**src/rtl/cabac_pkg.sv**
```systemverilog
// Shared types and constants for the CABAC byte writer: FSM states, the
// lead byte that defers output (0x0FF) and the initial buffered byte.
package cabac_pkg;

    typedef enum logic [1:0] {
        StAccept,
        StEmitBuf,
        StEmitRun
    } bw_state_e;

    localparam logic [8:0] LEAD_FF  = 9'h0FF;
    localparam logic [7:0] BUF_INIT = 8'hFF;

endpackage

```
**src/rtl/cabac_byte_writer_if.sv**
```systemverilog
// Handshake bundle between the arithmetic encoder, the byte writer and the
// bitstream sink. The writer uses the slave modport.
interface cabac_byte_writer_if;

    logic [8:0] lead_byte;
    logic       lead_valid;
    logic       lead_ready;
    logic       flush_req;
    logic       flush_carry;
    logic [7:0] out_byte;
    logic       out_valid;
    logic       out_ready;
    logic       flush_done;
    logic       err_ovf;

    modport master (
        output lead_byte, lead_valid, flush_req, flush_carry, out_ready,
        input  lead_ready, out_byte, out_valid, flush_done, err_ovf
    );

    modport slave (
        input  lead_byte, lead_valid, flush_req, flush_carry, out_ready,
        output lead_ready, out_byte, out_valid, flush_done, err_ovf
    );

endinterface

```
**src/rtl/carry_byte_gen.sv**
```systemverilog
// Carry resolution for a deferred run: the buffered byte absorbs the carry,
// and every following deferred 0xFF byte wraps to 0x00 when the carry is set.
module carry_byte_gen (
    input  logic [7:0] buf_byte,
    input  logic       carry,
    output logic [7:0] first_byte,
    output logic [7:0] run_byte
);

    assign first_byte = buf_byte + {7'd0, carry};
    assign run_byte   = 8'hFF + {7'd0, carry};

endmodule

```
**src/rtl/cabac_byte_writer.sv**
```systemverilog
// CABAC output byte writer: buffers one byte plus a run of 0xFF leads until the
// carry is known, then emits the run. Define CABAC_BW_STATS_EN for byte_cnt.
module cabac_byte_writer
    import cabac_pkg::*;
#(
    parameter int unsigned CNT_W = 16
) (
    input  logic        clk,
    input  logic        rst_n,
`ifdef CABAC_BW_STATS_EN
    output logic [31:0] byte_cnt,
`endif
    cabac_byte_writer_if.slave bus
);

    localparam logic [CNT_W-1:0] NumMax = {CNT_W{1'b1}};
    localparam logic [CNT_W-1:0] NumOne = CNT_W'(1);
    localparam logic [CNT_W-1:0] NumTwo = CNT_W'(2);

    bw_state_e        state_q, state_d;
    logic [7:0]       buf_q, buf_d;
    logic [CNT_W-1:0] num_q, num_d;
    logic             carry_q, carry_d;
    logic [7:0]       pend_q, pend_d;
    logic             flushing_q, flushing_d;
    logic [7:0]       out_byte_q, out_byte_d;
    logic             out_valid_q, out_valid_d;
    logic             flush_done_q, flush_done_d;
    logic             err_ovf_q, err_ovf_d;
    logic             armed_q;

    logic       lead_ready;
    logic       out_xfer;
    logic       run_done;
    logic       gen_carry;
    logic [7:0] first_byte;
    logic [7:0] run_byte;

    // armed_q keeps lead_ready low until the first edge after reset release.
    assign lead_ready = armed_q && (state_q == StAccept) && !out_valid_q;
    assign out_xfer   = out_valid_q && bus.out_ready;

    always_comb begin
        gen_carry = carry_q;
        if (state_q == StAccept) begin
            gen_carry = bus.flush_req ? bus.flush_carry : bus.lead_byte[8];
        end
    end

    carry_byte_gen u_carry_byte_gen (
        .buf_byte   (buf_q),
        .carry      (gen_carry),
        .first_byte (first_byte),
        .run_byte   (run_byte)
    );

    always_comb begin
        state_d      = state_q;
        buf_d        = buf_q;
        num_d        = num_q;
        carry_d      = carry_q;
        pend_d       = pend_q;
        flushing_d   = flushing_q;
        out_byte_d   = out_byte_q;
        out_valid_d  = out_valid_q;
        flush_done_d = 1'b0;
        err_ovf_d    = err_ovf_q;
        run_done     = 1'b0;

        unique case (state_q)
            StAccept: begin
                if (lead_ready) begin
                    if (bus.flush_req) begin
                        if (num_q == '0) begin
                            flush_done_d = 1'b1;
                            buf_d        = BUF_INIT;
                        end else begin
                            carry_d     = bus.flush_carry;
                            flushing_d  = 1'b1;
                            out_byte_d  = first_byte;
                            out_valid_d = 1'b1;
                            state_d     = StEmitBuf;
                        end
                    end else if (bus.lead_valid) begin
                        if (bus.lead_byte == LEAD_FF) begin
                            if (num_q == NumMax) begin
                                err_ovf_d = 1'b1;
                            end else begin
                                num_d = num_q + NumOne;
                            end
                        end else if (num_q == '0) begin
                            buf_d = bus.lead_byte[7:0];
                            num_d = NumOne;
                        end else begin
                            carry_d     = bus.lead_byte[8];
                            pend_d      = bus.lead_byte[7:0];
                            flushing_d  = 1'b0;
                            out_byte_d  = first_byte;
                            out_valid_d = 1'b1;
                            state_d     = StEmitBuf;
                        end
                    end
                end
            end
            StEmitBuf: begin
                if (out_xfer) begin
                    if (num_q > NumOne) begin
                        state_d    = StEmitRun;
                        out_byte_d = run_byte;
                    end else begin
                        run_done = 1'b1;
                    end
                end
            end
            StEmitRun: begin
                // num_q counts the buffered byte too, so the run ends at 1.
                if (out_xfer) begin
                    num_d = num_q - NumOne;
                    if (num_q == NumTwo) begin
                        run_done = 1'b1;
                    end
                end
            end
            default: state_d = StAccept;
        endcase

        if (run_done) begin
            state_d     = StAccept;
            out_valid_d = 1'b0;
            if (flushing_q) begin
                buf_d        = BUF_INIT;
                num_d        = '0;
                flush_done_d = 1'b1;
            end else begin
                buf_d = pend_q;
                num_d = NumOne;
            end
        end
    end

    always_ff @(posedge clk or negedge rst_n) begin
        if (!rst_n) begin
            state_q      <= StAccept;
            buf_q        <= BUF_INIT;
            num_q        <= '0;
            carry_q      <= 1'b0;
            pend_q       <= BUF_INIT;
            flushing_q   <= 1'b0;
            out_byte_q   <= 8'h00;
            out_valid_q  <= 1'b0;
            flush_done_q <= 1'b0;
            err_ovf_q    <= 1'b0;
            armed_q      <= 1'b0;
        end else begin
            state_q      <= state_d;
            buf_q        <= buf_d;
            num_q        <= num_d;
            carry_q      <= carry_d;
            pend_q       <= pend_d;
            flushing_q   <= flushing_d;
            out_byte_q   <= out_byte_d;
            out_valid_q  <= out_valid_d;
            flush_done_q <= flush_done_d;
            err_ovf_q    <= err_ovf_d;
            armed_q      <= 1'b1;
        end
    end

    assign bus.lead_ready = lead_ready;
    assign bus.out_byte   = out_byte_q;
    assign bus.out_valid  = out_valid_q;
    assign bus.flush_done = flush_done_q;
    assign bus.err_ovf    = err_ovf_q;

`ifdef CABAC_BW_STATS_EN
    logic [31:0] byte_cnt_q;

    always_ff @(posedge clk or negedge rst_n) begin
        if (!rst_n) begin
            byte_cnt_q <= '0;
        end else if (out_xfer) begin
            byte_cnt_q <= byte_cnt_q + 32'd1;
        end
    end

    assign byte_cnt = byte_cnt_q;
`endif

endmodule

```
**src/flat_wrapper.sv**
```systemverilog
// flat-port wrapper written by rule: the top's interface ports become plain ports
module cabac_byte_writer_flat import cabac_pkg::*;
#(
    parameter int unsigned CNT_W = 16
)
  (clk, rst_n, bus_lead_byte, bus_lead_valid, bus_flush_req, bus_flush_carry, bus_out_ready, bus_lead_ready, bus_out_byte, bus_out_valid, bus_flush_done, bus_err_ovf);
  cabac_byte_writer_if bus_i ();
  input  logic clk;
  input  logic rst_n;
  input wire logic [$bits(bus_i.lead_byte)-1:0] bus_lead_byte;
  input wire logic [$bits(bus_i.lead_valid)-1:0] bus_lead_valid;
  input wire logic [$bits(bus_i.flush_req)-1:0] bus_flush_req;
  input wire logic [$bits(bus_i.flush_carry)-1:0] bus_flush_carry;
  input wire logic [$bits(bus_i.out_ready)-1:0] bus_out_ready;
  output wire logic [$bits(bus_i.lead_ready)-1:0] bus_lead_ready;
  output wire logic [$bits(bus_i.out_byte)-1:0] bus_out_byte;
  output wire logic [$bits(bus_i.out_valid)-1:0] bus_out_valid;
  output wire logic [$bits(bus_i.flush_done)-1:0] bus_flush_done;
  output wire logic [$bits(bus_i.err_ovf)-1:0] bus_err_ovf;
  assign bus_i.lead_byte = bus_lead_byte;
  assign bus_i.lead_valid = bus_lead_valid;
  assign bus_i.flush_req = bus_flush_req;
  assign bus_i.flush_carry = bus_flush_carry;
  assign bus_i.out_ready = bus_out_ready;
  assign bus_lead_ready = bus_i.lead_ready;
  assign bus_out_byte = bus_i.out_byte;
  assign bus_out_valid = bus_i.out_valid;
  assign bus_flush_done = bus_i.flush_done;
  assign bus_err_ovf = bus_i.err_ovf;
  cabac_byte_writer #(.CNT_W(CNT_W)) u_core (.clk(clk), .rst_n(rst_n), .bus(bus_i));
endmodule
```
**config.mk**
```make
export PLATFORM = sky130hd
export DESIGN_NAME = cabac_byte_writer_flat
export DESIGN_NICKNAME = d
export VERILOG_FILES = /design/src/rtl/cabac_pkg.sv /design/src/rtl/cabac_byte_writer_if.sv /design/src/rtl/carry_byte_gen.sv /design/src/rtl/cabac_byte_writer.sv /design/src/flat_wrapper.sv
export SDC_FILE = /design/constraint.sdc
export NUM_CORES = 1
export LEC_CHECK = 0
export CORE_ASPECT_RATIO = 0.9
export CORE_MARGIN = 5
export CORE_UTILIZATION = 40
export DETAILED_ROUTE_END_ITERATION = 6
export MAX_ROUTING_LAYER = met4
export SYNTH_ARGS = -nofsm -noshare
export SYNTH_HDL_FRONTEND = slang
export SYNTH_SLANG_ARGS = --single-unit
```
**constraint.sdc**
```tcl
create_clock -name clk -period 2.9 [get_ports clk]
set_input_delay 0.725 -clock clk [delete_from_list [all_inputs] [get_ports clk]]
set_output_delay 0.725 -clock clk [all_outputs]
set_load 0.01 [all_outputs]
```
# Word-level counts from Yosys, hierarchy flattened
# Cells that the tools add are included.
[classes] addsub=4 magnitude_cmp=1 eq_ne=23 muxes=66 bitwise=3 reduce_logical=21
[op_table] cell="2-to-1 mux 16 bit" n=8
[op_table] cell="2-to-1 mux 8 bit" n=16
[op_table] cell="one-hot mux 16 bit (2 select lines)" n=1
[op_table] cell="2-to-1 mux 1 bit" n=30
[op_table] cell="AND reduction 6 bit" n=4
[op_table] cell="adder 16 x 1 -> 16 bit (second input constant)" n=1
[op_table] cell="equality test 16 bit (second input constant)" n=1
[op_table] cell="equality test 16 x 2 -> 1 bit (second input constant)" n=1
[op_table] cell="> comparator 16 x 1 -> 1 bit (second input constant)" n=1
[op_table] cell="logical NOT 16 bit" n=1
[op_table] cell="2-to-1 mux 2 bit" n=8
[op_table] cell="!= test 4 x 3 -> 1 bit (second input constant)" n=4
[op_table] cell="one-hot mux 8 bit (2 select lines)" n=1
[op_table] cell="subtractor 16 x 1 -> 16 bit (second input constant)" n=1
[op_table] cell="!= test 3 x 2 -> 1 bit (second input constant)" n=4
[op_table] cell="AND reduction 5 bit" n=2
[op_table] cell="nonzero test 2 bit" n=5
[op_table] cell="equality test 9 x 8 -> 1 bit (second input constant)" n=1
[op_table] cell="!= test 3 x 1 -> 1 bit (second input constant)" n=3
[op_table] cell="adder 8 x 1 -> 8 bit" n=1
[op_table] cell="AND reduction 7 bit" n=1
[op_table] cell="!= test 2 x 1 -> 1 bit (second input constant)" n=3
[op_table] cell="!= test 3 bit (second input constant)" n=2
[op_table] cell="one-hot mux 2 bit (3 select lines)" n=1
[op_table] cell="other kinds (11)" n=17
[totals] regBits=48 inputBits=15 output_inout_bits=12 elab_cells=129

# Depth between registers and ports, before layout
[depth] ltp_word=9 ltp_mapped=12 depth_no_buf=11

# Cells and area by module
# From an unflattened synthesis, not the netlist that was laid out.
[hier_totals] cells_unflattened=381 area_unflattened_um2=3387.0
[modules_own_cells] module="cabac_byte_writer" n_inst=1 cells_each=357 area_each_um2=3205.6 seq_area_each_um2=1221.2
[modules_own_cells] module="carry_byte_gen" n_inst=1 cells_each=24 area_each_um2=181.4 seq_area_each_um2=0.0

# Worst setup path after synthesis
# OpenSTA, ideal clock, no wires.
[synth_timing] kind="register to register" start="register u_core.num_q[5]" end="register u_core.num_q[9]" setup_ps=129 arrival_ps=2419 t_required_ps=2771 setup_slack_ps=352 stages_incl_launch_ff=11 n_path_buf=4 synth_period_minus_slack_ps=2548 cell_sequence="dfrtp_1 > buf_6 > or4_4 > buf_6 > or3_4 > nor3_4 > o221ai_2 > buf_4 > buf_6 > o21ai_1 > o41ai_2"
[synth_between] elab_chain_len=8 word_cells_on_any_way=27 classes_between="add/sub (2); order compare (1); eq/ne (8); mux (13); reduce/logical (3)"
[synth_rtl] item="start: declaration" line="cabac_byte_writer.sv:22" rtl="logic [CNT_W-1:0] num_q, num_d;"
[synth_rtl] item="start signal: assignment" line="cabac_byte_writer.sv:157" rtl="num_q <= num_d;"
[synth_rtl] item="adder 16 x 1 -> 16 bit" line="cabac_byte_writer.sv:89" rtl="num_d = num_q + NumOne;"
[synth_rtl] item="2-to-1 mux 16 bit" line="cabac_byte_writer.sv:86" rtl="if (num_q == NumMax) begin"
[synth_rtl] item="2-to-1 mux 16 bit" line="cabac_byte_writer.sv:85" rtl="if (bus.lead_byte == LEAD_FF) begin"
[synth_rtl] item="2-to-1 mux 16 bit" line="cabac_byte_writer.sv:84" rtl="end else if (bus.lead_valid) begin"
[synth_rtl] item="2-to-1 mux 16 bit" line="cabac_byte_writer.sv:73" rtl="if (bus.flush_req) begin"
[synth_rtl] item="2-to-1 mux 16 bit" line="cabac_byte_writer.sv:72" rtl="if (lead_ready) begin"
[synth_rtl] item="one-hot mux 16 bit (2 select lines)" line="cabac_byte_writer.sv:70" rtl="unique case (state_q)"
[synth_rtl] item="2-to-1 mux 16 bit" line="cabac_byte_writer.sv:127" rtl="if (run_done) begin"
# Parallel ways exist; a longest one is shown, timed or not. The select of a mux whose other input is x is not followed.
# A chain may end at the register's enable or synchronous reset.

# Worst setup path after layout
[layout_timing] start="register u_core.num_q[13]" end="register u_core.buf_q[5]"
[layout_between] elab_chain_len=6 word_cells_on_any_way=15 classes_between="order compare (1); eq/ne (2); mux (6); reduce/logical (6)"
[layout_rtl] item="> comparator 16 x 1 -> 1 bit or equality test 16 x 2 -> 1 bit (tied branches)" line="cabac_byte_writer.sv:107, cabac_byte_writer.sv:119"
[layout_rtl] item="2-to-1 mux 1 bit (on tied branches)" line="cabac_byte_writer.sv:107, cabac_byte_writer.sv:119"
[layout_rtl] item="2-to-1 mux 1 bit (on tied branches)" line="cabac_byte_writer.sv:106, cabac_byte_writer.sv:117"
[layout_rtl] item="one-hot mux 1 bit (2 select lines)" line="cabac_byte_writer.sv:70"
[layout_rtl] item="!= test 3 x 2 -> 1 bit (no source line) (tied with other cells)"
[layout_rtl] item="AND reduction 5 bit (no source line)"
[layout_rtl] item="end signal: assignment" line="cabac_byte_writer.sv:156" rtl="buf_q <= buf_d;"
[layout_rtl] item="end: declaration" line="cabac_byte_writer.sv:21" rtl="logic [7:0] buf_q, buf_d;"
# Parallel ways exist; a longest one is shown, timed or not.

==> results.py <==
metrics = {
    "status": {
        "status": "finished, final reports clean",
    },
    "timing": {
        "worstMarginPinSlew_ns": 0.5886,
        "setup_viol": 0,
        "final.setup_skew_ns": 0.01597,
        "rsz0062_at_grt": "no",
        "relSlewSlack": 0.6076,
        "slew_viol_final": 0,
        "setup_tns_ns": 0,
        "fmaxAchievable_mhz": 365.6,
        "timing.final.crit_period_ns": 2.735,
        "timing.final.hold_violations": 0,
        "period_share": 0.9431,
    },
    "grt": {
        "antenna_found_initial": 0,
        "grt_pass1_vias": 2834,
        "overflow": 0,
        "grt_usage": 0.1766,
        "grt_max_degree": 28,
        "grt_pass1_wl_microns": 14570,
    },
    "clock_tree": {
        "root_buffer": "clkbuf_8",
        "ctsHoldBuffers": 0,
        "tritoncts": "built",
        "cts_sinks": 48,
        "cts_resized": 0,
        "cts_buffer_depth": 2,
        "worstSkewPairLatency_ns": 0.32,
        "post_cts_buffers": 0,
        "cts_inserted_buffers": 5,
        "htreeDepth": 2,
        "clk_pin_slew_worst_paths_ns": 0.10,
    },
    "yosys": {
        "avgSynthCellArea_sq_um": 9.148,
        "synth_ff_type": "dfrtp_1",
        "synth-async-reset-ratio": 1.000,
        "syn_inst": 366,
        "synth_top_area_frac": 0.2392,
        "synth.distinct_cells": 66,
        "yosysWarnings": 0,
        "yosysMostFrequentCell": "nor2_1",
        "ys_seq_area_frac": 0.3647,
        "synth.area.top_cells": "dfrtp_1 24%, dfstp_2 13%, nor2_1 4.8%",
        "synth_area_leader_cell": "dfrtp_1",
        "ys_top_cells_by_count": "43 x nor2_1, 32 x dfrtp_1, 26 x nand2_1",
        "syn_nets": 392,
        "synth_seq_cells": 48,
        "synth_edf_count": 0,
        "netlist_area_sq_um": 3348,
    },
    "worst_setup_path": {
        "required_ns": 3.14,
        "path_class": "reg -> reg",
        "cp.arrival_ns": 2.97,
        "end_kind": "flop",
        "cp-start-kind": "flop",
        "crit_fanout": 20,
    },
    "placement": {
        "finalWeightedCongestion": 0.8539,
        "dp_hpwl_microns": 6309,
        "port_buffers": 26,
    },
    "hold_path": {
        "min-delay-path-class": "in -> async",
    },
    "power": {
        "p_leak_nw": 1.652,
        "pwr_density_cell_nw_per_um2": 1060,
        "ir_drop_mv": 0.5744,
        "fin_total_pwr_mw": 4.260,
    },
    "final_layout": {
        "area_growth_pct": 20.03,
        "multi_input_area_sq_um": 1928,
        "fin_util": 0.4958,
        "seqCellArea_sq_um": 1221,
        "layout.nets": 436,
        "n_antenna_cell": 0,
        "fillers": 775,
        "layout-drive-gt1-share": 0.2141,
    },
    "job": {
        "drv_cap": 0,
    },
    "routing": {
        "detail-route-antenna-nets": 0,
        "routed_wl_microns": 8510,
        "num_vias": 2896,
        "viasPerCell": 5.678,
        "dr.pass1.iters": 5,
        "drt_iter0_markers": 251,
        "drc": 0,
        "wire_per_inst_microns": 16.69,
    },
    "floorplanning": {
        "placeableCoreArea_sq_um": 8107,
        "die_x_microns": 106.4,
        "rows": 31,
        "initial_core_util": 0.4130,
        "dieArea_sq_um": 10300,
        "ios": 27,
        "dieHeight_microns": 96.80,
    },
}
==> area by class of cell <==
cell class                 instances  share of cell area
clock inverter                     3             0.01183
timing repair buffer              63              0.1398
multi-input combinational        274              0.4798
inverter                          18             0.01681
sequential                        48              0.3039
clock buffer                       5             0.01712
tap                               99             0.03082
==> worst max-delay path, cell delays in order (launching register included) <==
cell and delay [ns]:
dfrtp_1 0.46, or4_4 0.59, or3_4 0.45, nor3_4 0.24, buf_6 0.25, nand2b_1 0.23, o221ai_1 0.31, o21ai_1 0.11
==> cell families after synthesis <==
family,share of synthesized area
buffers and inverters,0.05941
AND/OR/NAND/NOR,0.2257
multiplexers,0.07586
flip-flops,0.3647
AO/OA/AOI/OAI,0.2085
other,0.001120
XOR/XNOR,0.02354
adder cells (fa/ha/maj),0.04111
==> worst paths after layout <==
kind                                              startpoint                           end  slack (ns)  cells after the start
worst max-delay path            u_core.num_q[13]$_DFFE_PN0P_   u_core.buf_q[5]$_DFFE_PN1P_        0.16                      7
worst min-delay path                                   rst_n   u_core.num_q[0]$_DFFE_PN0P_        0.38                      1
worst max register to register  u_core.num_q[13]$_DFFE_PN0P_   u_core.buf_q[5]$_DFFE_PN1P_        0.16                      7
worst min register to register   u_core.buf_q[7]$_DFFE_PN1P_   u_core.buf_q[7]$_DFFE_PN1P_        0.49                      2
max in group asynchronous                              rst_n  u_core.pend_q[3]$_DFFE_PN1P_        1.91                      2
min in group clk                 u_core.buf_q[7]$_DFFE_PN1P_   u_core.buf_q[7]$_DFFE_PN1P_        0.49                      2
==> registers in the layout (all words and copies together), names as in the netlist <==
name / count
u_core.pend_q: 8
u_core.state_q: 2
u_core.buf_q: 8
u_core.carry_q: 1
u_core.bus.err_ovf: 1
u_core.flushing_q: 1
u_core.num_q: 16
u_core.armed_q: 1
u_core.bus.out_valid: 1
u_core.bus.out_byte: 8
u_core.bus.flush_done: 1
==> routing by layer <==
layer,up-vias,track usage,wire length (microns)
li1,1438,-,-
met1,1368,0.2500,4099
met2,81,0.2689,3903
met3,9,0.03262,439
met4,0,0.02950,68
met5,-,-,0
==> metrics by stage <==
stage	worst slack (ns)	instances	cell area [sq um]	hold slack (ns)
4_1_cts	0.1037	510	4015	0.4137
5_1_grt	0.05753	510	4019	0.4247
3_3_place_gp	0.008604	502	3899	0.4676
2_1_floorplan	0.3519	366	3348	0.4294
3_5_place_dp	-0.02573	502	3899	0.4788
6_report	0.1650	510	4019	0.3834
==> cell usage in the layout (no fill, tap or decap), types with 6 or more instances in the layout <==
cell / instances
inv_1: 18
clkdlybuf4s50_1: 25
o221ai_1: 9
nand4_1: 6
ha_1: 11
mux2_1: 14
a21oi_1: 8
nand2_1: 26
o21ai_0: 7
o21ai_1: 18
nor3_1: 10
buf_4: 34
xnor2_1: 7
dfrtp_1: 32
nand3_1: 17
nor2_1: 43
dfstp_2: 16
==> report_power, final <==
| group | internal, mW | switching (mW) | leakage [nW] |
|---|---|---|---|
| clock network | 0.260 | 0.254 | 0.0583 |
| registers | 1.04 | 0.235 | 0.578 |
| logic | 1.11 | 1.36 | 1.02 |
| total | 2.42 | 1.85 | 1.65 |
Note: power is estimated with default switching activity, not from simulation.
==> variant, RTL diff (same flow settings) <==
`CNT_W` is set to 16 in 2 places; all go to 20.
--- a/src/rtl/cabac_byte_writer.sv
+++ b/src/rtl/cabac_byte_writer.sv
@@ -4,5 +4,5 @@
     import cabac_pkg::*;
 #(
-    parameter int unsigned CNT_W = 16
+    parameter int unsigned CNT_W = 20
 ) (
     input  logic        clk,
--- a/src/flat_wrapper.sv
+++ b/src/flat_wrapper.sv
@@ -2,5 +2,5 @@
 module cabac_byte_writer_flat import cabac_pkg::*;
 #(
-    parameter int unsigned CNT_W = 16
+    parameter int unsigned CNT_W = 20
 )
   (clk, rst_n, bus_lead_byte, bus_lead_valid, bus_flush_req, bus_flush_carry, bus_out_ready, bus_lead_ready, bus_out_byte, bus_out_valid, bus_flush_done, bus_err_ovf);
Function: no difference found for any inputs over 4 cycles, from zero or initial values and one cycle with rst_n low; that may be too few to reach the edited logic, so the function may still have changed.
==> variant against the unedited design <==
Utilization is 2.2 points higher. Power is 18% higher. Worst setup slack worse by 0.062 ns. Final area is 17% higher. Wire length is 33% higher. Synthesized area is 11% higher. Sequential cell count is 4 higher. Maximum frequency is 2.2% lower. Die area is 9.8% higher. Count of clock-buffer cells in the layout is 2 higher. Critical endpoint is now u_core.bus.out_byte[2]. Largest power group unchanged.
==> variant: results (changes against the unedited design) <==
INFO  metric n_fill_cell = 861 (was 775)
INFO  metric r2r-start = u_core.num_q[7] (was u_core.num_q[13])
INFO  metric routabilityCongestion = 0.966 (was 0.854)
INFO  metric crit_path_top_delay_cell = sky130_fd_sc_hd__or4_1 (was sky130_fd_sc_hd__or4_4)
INFO  metric run_status = complete, no violations (unchanged)
INFO  metric drt-total-wl = 11300 µm (was 8510 µm)
INFO  metric syn_area_per_cell = 8.91 µm² (was 9.15 µm²)
INFO  metric final.setup_skew = 0.00802 ns (was 0.0160 ns)
INFO  metric inv_count = 9 (was 18)
INFO  metric global_route.usage.total = 21.4% (was 17.7%)
INFO  metric nonClockBufferCount = 101 (was 63)
INFO  metric synth.lib_cells_used.distinct = 60 (was 66)
INFO  metric met3_wirelength = 722 µm (was 439 µm)
INFO  metric synth_nets = 443 (was 392)
INFO  metric bufAreaShareNonClock = 17.9% (was 14.0%)
INFO  metric post_synth_main_area_contributors = sky130_fd_sc_hd__dfrtp_1 24%, sky130_fd_sc_hd__dfstp_2 11%, sky130_fd_sc_hd__mux2_2 7.0% (was sky130_fd_sc_hd__dfrtp_1 24%, sky130_fd_sc_hd__dfstp_2 13%, sky130_fd_sc_hd__nor2_1 4.8%)
INFO  metric powerDensity = 1070 nW/µm² (was 1060 nW/µm²)
INFO  metric routed_wire_length_per_instance = 18.4 µm (was 16.7 µm)
INFO  metric max_stage_delay = 0.66 ns (was 0.59 ns)
INFO  metric compound_gate_fraction_of_synth_area = 21.8% (was 20.9%)
INFO  metric yosys.area_share.adder = 3.70% (was 4.11%)
INFO  metric dp.cells = 607 (was 502)
INFO  metric global_route.usage.met1 = 30.9% (was 25.0%)
INFO  metric power_switching = 2250 µW (was 1850 µW)
INFO  metric layout-area-overhead-vs-synth = 26.5% (was 20.0%)
INFO  metric yosys.area_share.xor_xnor = 2.59% (was 2.35%)
INFO  metric dr_wl_met2 = 4940 µm (was 3900 µm)
INFO  metric synth_sequential_area_ratio = 35.6% (was 36.5%)
INFO  metric multi_input_area_share = 47.5% (was 48.0%)
INFO  metric clockBufferCount = 7 (was 5)
INFO  metric sequential_cell_total = 52 (was 48)
INFO  metric number_of_global_route_vias_before_repair = 3518 (was 2834)
INFO  metric finish.net_count = 518 (was 436)
INFO  metric groute.layer.met3.usage = 4.00% (was 3.26%)
INFO  metric detailroute.via_count = 3639 (was 2896)
INFO  metric vdd.ir_drop.worst = 0.000441 V (was 0.000574 V)
INFO  metric worstPathMaxFanout = 6 (was 20)
==> variant: cell types whose count changed after synthesis, moves of 7 or more <==
cell,delta
sky130_fd_sc_hd__clkbuf_1,+12
sky130_fd_sc_hd__inv_1,-9
sky130_fd_sc_hd__mux2_1,-8
sky130_fd_sc_hd__mux2_2,+18
sky130_fd_sc_hd__nor2_1,-7
sky130_fd_sc_hd__nor3_1,+12
sky130_fd_sc_hd__o21ai_0,+16
sky130_fd_sc_hd__o21ai_1,-17
sky130_fd_sc_hd__o221ai_1,-7
sky130_fd_sc_hd__o32a_1,+8
==> variant: final timing paths <==
path	to	slack (ns)	cells past startpoint
max	u_core.bus.out_byte[2]	0.10	6
min reg2reg	u_core.bus.out_byte[6]	0.50	1
min	u_core.num_q[9]	0.45	1
min in group clk	u_core.bus.out_byte[6]	0.50	1
max in group asynchronous	u_core.buf_q[6]	1.78	2
max reg2reg	u_core.bus.out_byte[2]	0.10	6
